`src/rtl/chunked_addsub_pkg.sv`:
```
// Shared definitions for the chunk-serial adder/subtractor: FSM encoding,
// operation modes and parameter helpers.
package chunked_addsub_pkg;

    typedef enum logic [1:0] {
        ST_IDLE = 2'd0,
        ST_RUN  = 2'd1,
        ST_DONE = 2'd2
    } state_e;

    localparam logic MODE_ADD = 1'b0;
    localparam logic MODE_SUB = 1'b1;

    // WIDTH must be split into whole CHUNK-bit slices
    function automatic bit params_legal(int unsigned width, int unsigned chunk);
        return (chunk >= 1) && (chunk <= width) && ((width % chunk) == 0);
    endfunction

    // Index width for a counter over n chunks (at least one bit)
    function automatic int unsigned idx_width(int unsigned n);
        return (n > 1) ? $clog2(n) : 1;
    endfunction

endpackage

```
`src/rtl/chunked_addsub_chunk_adder.sv`:
```
// Combinational CHUNK-bit ripple slice; also exposes the carry into its MSB
// so the top can derive signed overflow on the final chunk.
module chunked_addsub_chunk_adder #(
    parameter int unsigned CHUNK = 2
) (
    input  logic [CHUNK-1:0] a,
    input  logic [CHUNK-1:0] b,
    input  logic             cin,
    output logic [CHUNK-1:0] sum_c,
    output logic             cout_c,
    output logic             cmsb_c
);

    logic [CHUNK:0] carry;

    always_comb begin
        carry    = '0;
        sum_c    = '0;
        carry[0] = cin;
        for (int unsigned i = 0; i < CHUNK; i++) begin
            sum_c[i]     = a[i] ^ b[i] ^ carry[i];
            carry[i + 1] = (a[i] & b[i]) | (carry[i] & (a[i] ^ b[i]));
        end
    end

    assign cout_c = carry[CHUNK];
    assign cmsb_c = carry[CHUNK - 1];

endmodule

```
`src/rtl/chunked_addsub.sv`:
```
// Sequential WIDTH-bit adder/subtractor that pushes CHUNK bits per clock
// through one shared ripple slice, with accumulate mode and start/busy/done.
module chunked_addsub
    import chunked_addsub_pkg::*;
#(
    parameter int unsigned WIDTH = 8,
    parameter int unsigned CHUNK = 2
) (
    input  logic             clk,
    input  logic             rst_n,
    input  logic             start,
    input  logic             mode,
    input  logic             acc_en,
    input  logic [WIDTH-1:0] a,
    input  logic [WIDTH-1:0] b,
    output logic             busy,
    output logic             done,
    output logic [WIDTH-1:0] out,
    output logic             carry_out,
    output logic             overflow
);

    localparam int unsigned N  = WIDTH / CHUNK;
    localparam int unsigned KW = idx_width(N);

    if (!params_legal(WIDTH, CHUNK)) begin : g_bad_params
        $error("chunked_addsub: WIDTH must be a positive multiple of CHUNK");
    end

    state_e           state_q, state_d;
    logic [WIDTH-1:0] op_a_q, op_a_d, op_b_q, op_b_d;
    logic [WIDTH-1:0] shadow_q, shadow_d;
    logic             carry_q, carry_d;
    logic [KW-1:0]    k_q, k_d;
    logic             busy_d, done_d, carry_out_d, overflow_d;
    logic [WIDTH-1:0] out_d;
    logic             last_c;

    logic [CHUNK-1:0] sl_a, sl_b, sl_sum_c;
    logic             sl_cout_c, sl_cmsb_c;

    assign last_c = (k_q == KW'(N - 1));

    // Route chunk k of each operand into the shared slice
    always_comb begin
        sl_a = '0;
        sl_b = '0;
        for (int unsigned i = 0; i < N; i++) begin
            if (k_q == KW'(i)) begin
                sl_a = op_a_q[i*CHUNK +: CHUNK];
                sl_b = op_b_q[i*CHUNK +: CHUNK];
            end
        end
    end

    chunked_addsub_chunk_adder #(.CHUNK(CHUNK)) u_chunk_adder (
        .a      (sl_a),
        .b      (sl_b),
        .cin    (carry_q),
        .sum_c  (sl_sum_c),
        .cout_c (sl_cout_c),
        .cmsb_c (sl_cmsb_c)
    );

    // State register
    always_ff @(posedge clk or negedge rst_n) begin
        if (!rst_n) state_q <= ST_IDLE;
        else        state_q <= state_d;
    end

    // Next-state logic
    always_comb begin
        state_d = state_q;
        unique case (state_q)
            ST_IDLE: if (start)  state_d = ST_RUN;
            ST_RUN:  if (last_c) state_d = ST_DONE;
            ST_DONE:             state_d = ST_IDLE;
            default:             state_d = ST_IDLE;
        endcase
    end

    // Output and datapath next values; results publish only on the final chunk
    always_comb begin
        busy_d      = (state_d == ST_RUN);
        done_d      = (state_d == ST_DONE);
        op_a_d      = op_a_q;
        op_b_d      = op_b_q;
        carry_d     = carry_q;
        k_d         = k_q;
        shadow_d    = shadow_q;
        out_d       = out;
        carry_out_d = carry_out;
        overflow_d  = overflow;
        unique case (state_q)
            ST_IDLE: begin
                if (start) begin
                    op_a_d  = acc_en ? out : a;
                    op_b_d  = (mode == MODE_ADD) ? b : ~b;
                    carry_d = (mode == MODE_SUB);
                    k_d     = '0;
                end
            end
            ST_RUN: begin
                for (int unsigned i = 0; i < N; i++) begin
                    if (k_q == KW'(i)) shadow_d[i*CHUNK +: CHUNK] = sl_sum_c;
                end
                carry_d = sl_cout_c;
                k_d     = k_q + KW'(1);
                if (last_c) begin
                    out_d       = shadow_d;
                    carry_out_d = sl_cout_c;
                    overflow_d  = sl_cmsb_c ^ sl_cout_c;
                end
            end
            default: ;
        endcase
    end

    // Datapath and registered outputs
    always_ff @(posedge clk or negedge rst_n) begin
        if (!rst_n) begin
            op_a_q    <= '0;
            op_b_q    <= '0;
            shadow_q  <= '0;
            carry_q   <= 1'b0;
            k_q       <= '0;
            busy      <= 1'b0;
            done      <= 1'b0;
            out       <= '0;
            carry_out <= 1'b0;
            overflow  <= 1'b0;
        end else begin
            op_a_q    <= op_a_d;
            op_b_q    <= op_b_d;
            shadow_q  <= shadow_d;
            carry_q   <= carry_d;
            k_q       <= k_d;
            busy      <= busy_d;
            done      <= done_d;
            out       <= out_d;
            carry_out <= carry_out_d;
            overflow  <= overflow_d;
        end
    end

endmodule

```
`config.mk`:
```
export PLATFORM = sky130hd
export DESIGN_NAME = chunked_addsub
export DESIGN_NICKNAME = d
export VERILOG_FILES = /design/src/rtl/chunked_addsub_pkg.sv /design/src/rtl/chunked_addsub_chunk_adder.sv /design/src/rtl/chunked_addsub.sv
export SDC_FILE = /design/constraint.sdc
export NUM_CORES = 1
export LEC_CHECK = 0
export BUFFER_PORTS_ARGS = -buffer_cell sky130_fd_sc_hd__buf_4
export CAP_MARGIN = 0
export CORE_MARGIN = 2
export CORE_UTILIZATION = 30
export CTS_CLUSTER_SIZE = 24
export DETAILED_ROUTE_END_ITERATION = 6
export SYNTH_ARGS = -nofsm -noshare
export SYNTH_HDL_FRONTEND = slang
export SYNTH_HIERARCHICAL = 1
export SYNTH_SLANG_ARGS = --single-unit
```
`constraint.sdc`:
```
create_clock -name clk -period 3.2 [get_ports clk]
set_input_delay 0.48 -clock clk [delete_from_list [all_inputs] [get_ports clk]]
set_output_delay 0.48 -clock clk [all_outputs]
set_load 0.02 [all_outputs]
```
==> flow_metrics.tcl <==
set metrics [dict create \
    final_common_cell "dfrtp_1" \
    place.gp.congestion 0.832 \
    p_leak_nw 1.03 \
    wire_per_inst_um 14.2 \
    post-route-period-util_pct 91.5 \
    placementRows 28 \
    grt_max_degree 40 \
    cts_tree "done" \
    fmax_mhz 342 \
    drtIter0Drc 57 \
    yosysSeqAreaShare_pct 52.7 \
    worst_slew_pin_slew_ps 805 \
    via_count 1299 \
    syn_to_final_growth_pct 22.3 \
    clk_pin_slew_ps 80 \
    drv_cap 0 \
    grt_pass1_vias 1257 \
    rsz0062_at_grt "false" \
    p_int_mw 1.57 \
    drive_gt1_share_pct 25.5 \
    cts_buffer_depth 2 \
    fillerInstances 613 \
    final_nets 230 \
    crit_path_start_kind "flip-flop" \
    synth-edff-count 0 \
    dp_hpwl_um 2820 \
    synth_fp_nets 197 \
    ff2ff_setup_slack_ps 270 \
    die_height_um 82.6 \
    cts_num_sinks 39 \
    fp.dieW_um 82.6 \
    start_util_pct 31.1 \
    min_period_ps 2930 \
    postCtsSetupBuffers 0 \
    finClkSkew_ps 6.00 \
    synth_cell_types 27 \
    hold_ws_ps 155 \
    required_ps 3390 \
    drv_slew 0 \
    worst-path-max-fanout 7 \
    h-tree-depth 2 \
    grt.total_usage_pct 12.9 \
    worstSetupPathType "flip-flop to flip-flop" \
    numCtsBuffers 5 \
    rr_startpoint "k_q[0]" \
    dieArea_um2 6820 \
    yosys_register_bits 39 \
    routed_via_density 4.66 \
    fin_tns_setup_ps 0 \
    outcome "completed" \
    clockRootBuffer "clkbuf_8" \
    power_density_nw_per_um2 1180 \
    grt-ovfl-total 0 \
    final_cell_mix "39 x dfrtp_1, 34 x buf_4, 19 x nor2_1, 19 x a21oi_1, 15 x mux2i_1" \
    syn_avg_cell_area_um2 10.9 \
    ys.flop_type "dfrtp_1" \
    p_sw_share_pct 41.0 \
    r2r_end "out[5]" \
    pwr-share-comb_pct 52.1 \
    numPortBuffers 32 \
    core_um2 5960 \
    setup_viol 0 \
    synth_area_um2 1850 \
    yosys_warnings 6 \
    drc_errors 0 \
    cp.arrival_ps 3120 \
    antenna_cells 0 \
    antenna_found_initial 0 \
    r2r_cells 9 \
    max-slew-margin-rel_pct 46.1 \
    dr.pass1.iters 4 \
    grt_pass1_wl_um 6470 \
    synthCells 170 \
    hold_viol 0 \
    crit_path_end_kind "flip-flop" \
    post_cts_resized 0 \
    clkPwrFrac_pct 13.7 \
    cts_hold_buf 0 \
    ir_worst_vdd_mv 0.524 \
    boundaryPins 33 \
    seq_power_share_pct 34.2 \
    hold_path.class "input pin to async pin" \
    drtAntennaViolNets 0 \
    clock_latency_ps 290 \
    drt-total-wl_um 3970 \
    switchingPower_mw 1.09 \
    async_reset_ff_share_pct 100 \
]
[flip-flops by register name, summed over array words and instances, names as in the netlist]
| register | cells |
|---|---|
| overflow | 1 |
| carry_out | 1 |
| busy | 1 |
| k_q | 2 |
| out | 8 |
| state_q | 2 |
| shadow_q | 6 |
| op_b_q | 8 |
| carry_q | 1 |
| done | 1 |
| op_a_q | 8 |
[metrics by stage]
stage          cells  power, mW  utilization [%]  setup slack [ps]  cell area, um2
3_3_place_gp     271       2.28             36.4               383            2170
5_1_grt          279       2.89             38.0              62.8            2270
2_1_floorplan    170       1.88                -               523            1850
4_1_cts          279       2.69             38.0               265            2270
3_5_place_dp     271       2.31             36.4               264            2170
6_report         279       2.66             38.0               273            2270
[cell usage after synthesis, drive strengths merged (2+ instances only)]
cell type | n | area share [%]
nor2 | 19 | 3.8
fa | 2 | 2.2
a22oi | 3 | 1.2
mux2i | 15 | 8.1
a21oi | 19 | 5.1
ha | 4 | 2.7
mux2 | 9 | 5.5
dfrtp | 39 | 53
clkbuf | 4 | 0.88
xnor2 | 9 | 4.3
buf | 4 | 1.1
nand2 | 12 | 2.4
o21ai | 9 | 2.4
inv | 7 | 1.4
nand3b | 2 | 0.81
o22ai | 3 | 1.0
[critical path, stage by stage, from the launching register on]
cell and delay, ps:
dfrtp_1 420, inv_1 90, ha_1 280, or3b_2 460, o21ai_0 100, a31oi_1 80
fa_1 460, fa_1 650, mux2i_1 120, o21ai_0 160
[layout make-up]
type	count	area [um2]	share of cell area [%]
Inverter	7	26.3	1.16
Multi-Input combinational cell	116	815	35.9
Clock buffer	8	100	4.42
Tap cell	75	93.8	4.14
Sequential cell	39	976	43.1
Timing Repair Buffer	34	255	11.3
[routing by layer]
| layer | part of all wire [%] | wire (um) | global-route usage, % | up-vias |
|---|---|---|---|---|
| li1 | - | - | - | 645 |
| met1 | 51 | 2020 | 18.9 | 623 |
| met2 | 43 | 1700 | 18.2 | 27 |
| met3 | 5.5 | 220 | 3.48 | 4 |
| met4 | 0.91 | 36 | 4.43 | 0 |
| met5 | 0 | 0 | 0 | - |
[cells by family (layout without fill, tap and decap cells)]
kind of cell	Yosys count	count (layout)	synth area share, %
buffers and inverters	15	49	3.38
AOI/OAI and AO/OA	38	38	11.5
DFF	39	39	52.7
xor gates and xnor gates	9	9	4.25
adders and majority gates	6	6	4.86
muxes	24	24	13.6
and+or+nand+nor	39	39	9.79
[worst max-delay path by stage]
| stage | start | to | cells past startpoint |
|---|---|---|---|
| 2_1_floorplan | k_q[0] | out[7] | 8 |
| 3_3_place_gp | k_q[0] | out[7] | 8 |
| 3_5_place_dp | k_q[0] | out[5] | 9 |
| 4_1_cts | k_q[0] | out[5] | 9 |
| 5_1_grt | k_q[0] | out[3] | 9 |
| 6_report | k_q[0] | out[5] | 9 |
[power by group through the flow]
stage	clock, mW	combinational [mW]	sequential [mW]
2_1_floorplan	0	0.929	0.953
3_3_place_gp	0	1.37	0.913
3_5_place_dp	0	1.40	0.917
4_1_cts	0.376	1.40	0.911
5_1_grt	0.396	1.55	0.943
6_report	0.364	1.39	0.911
Note: power is estimated with default switching activity, not from simulation.
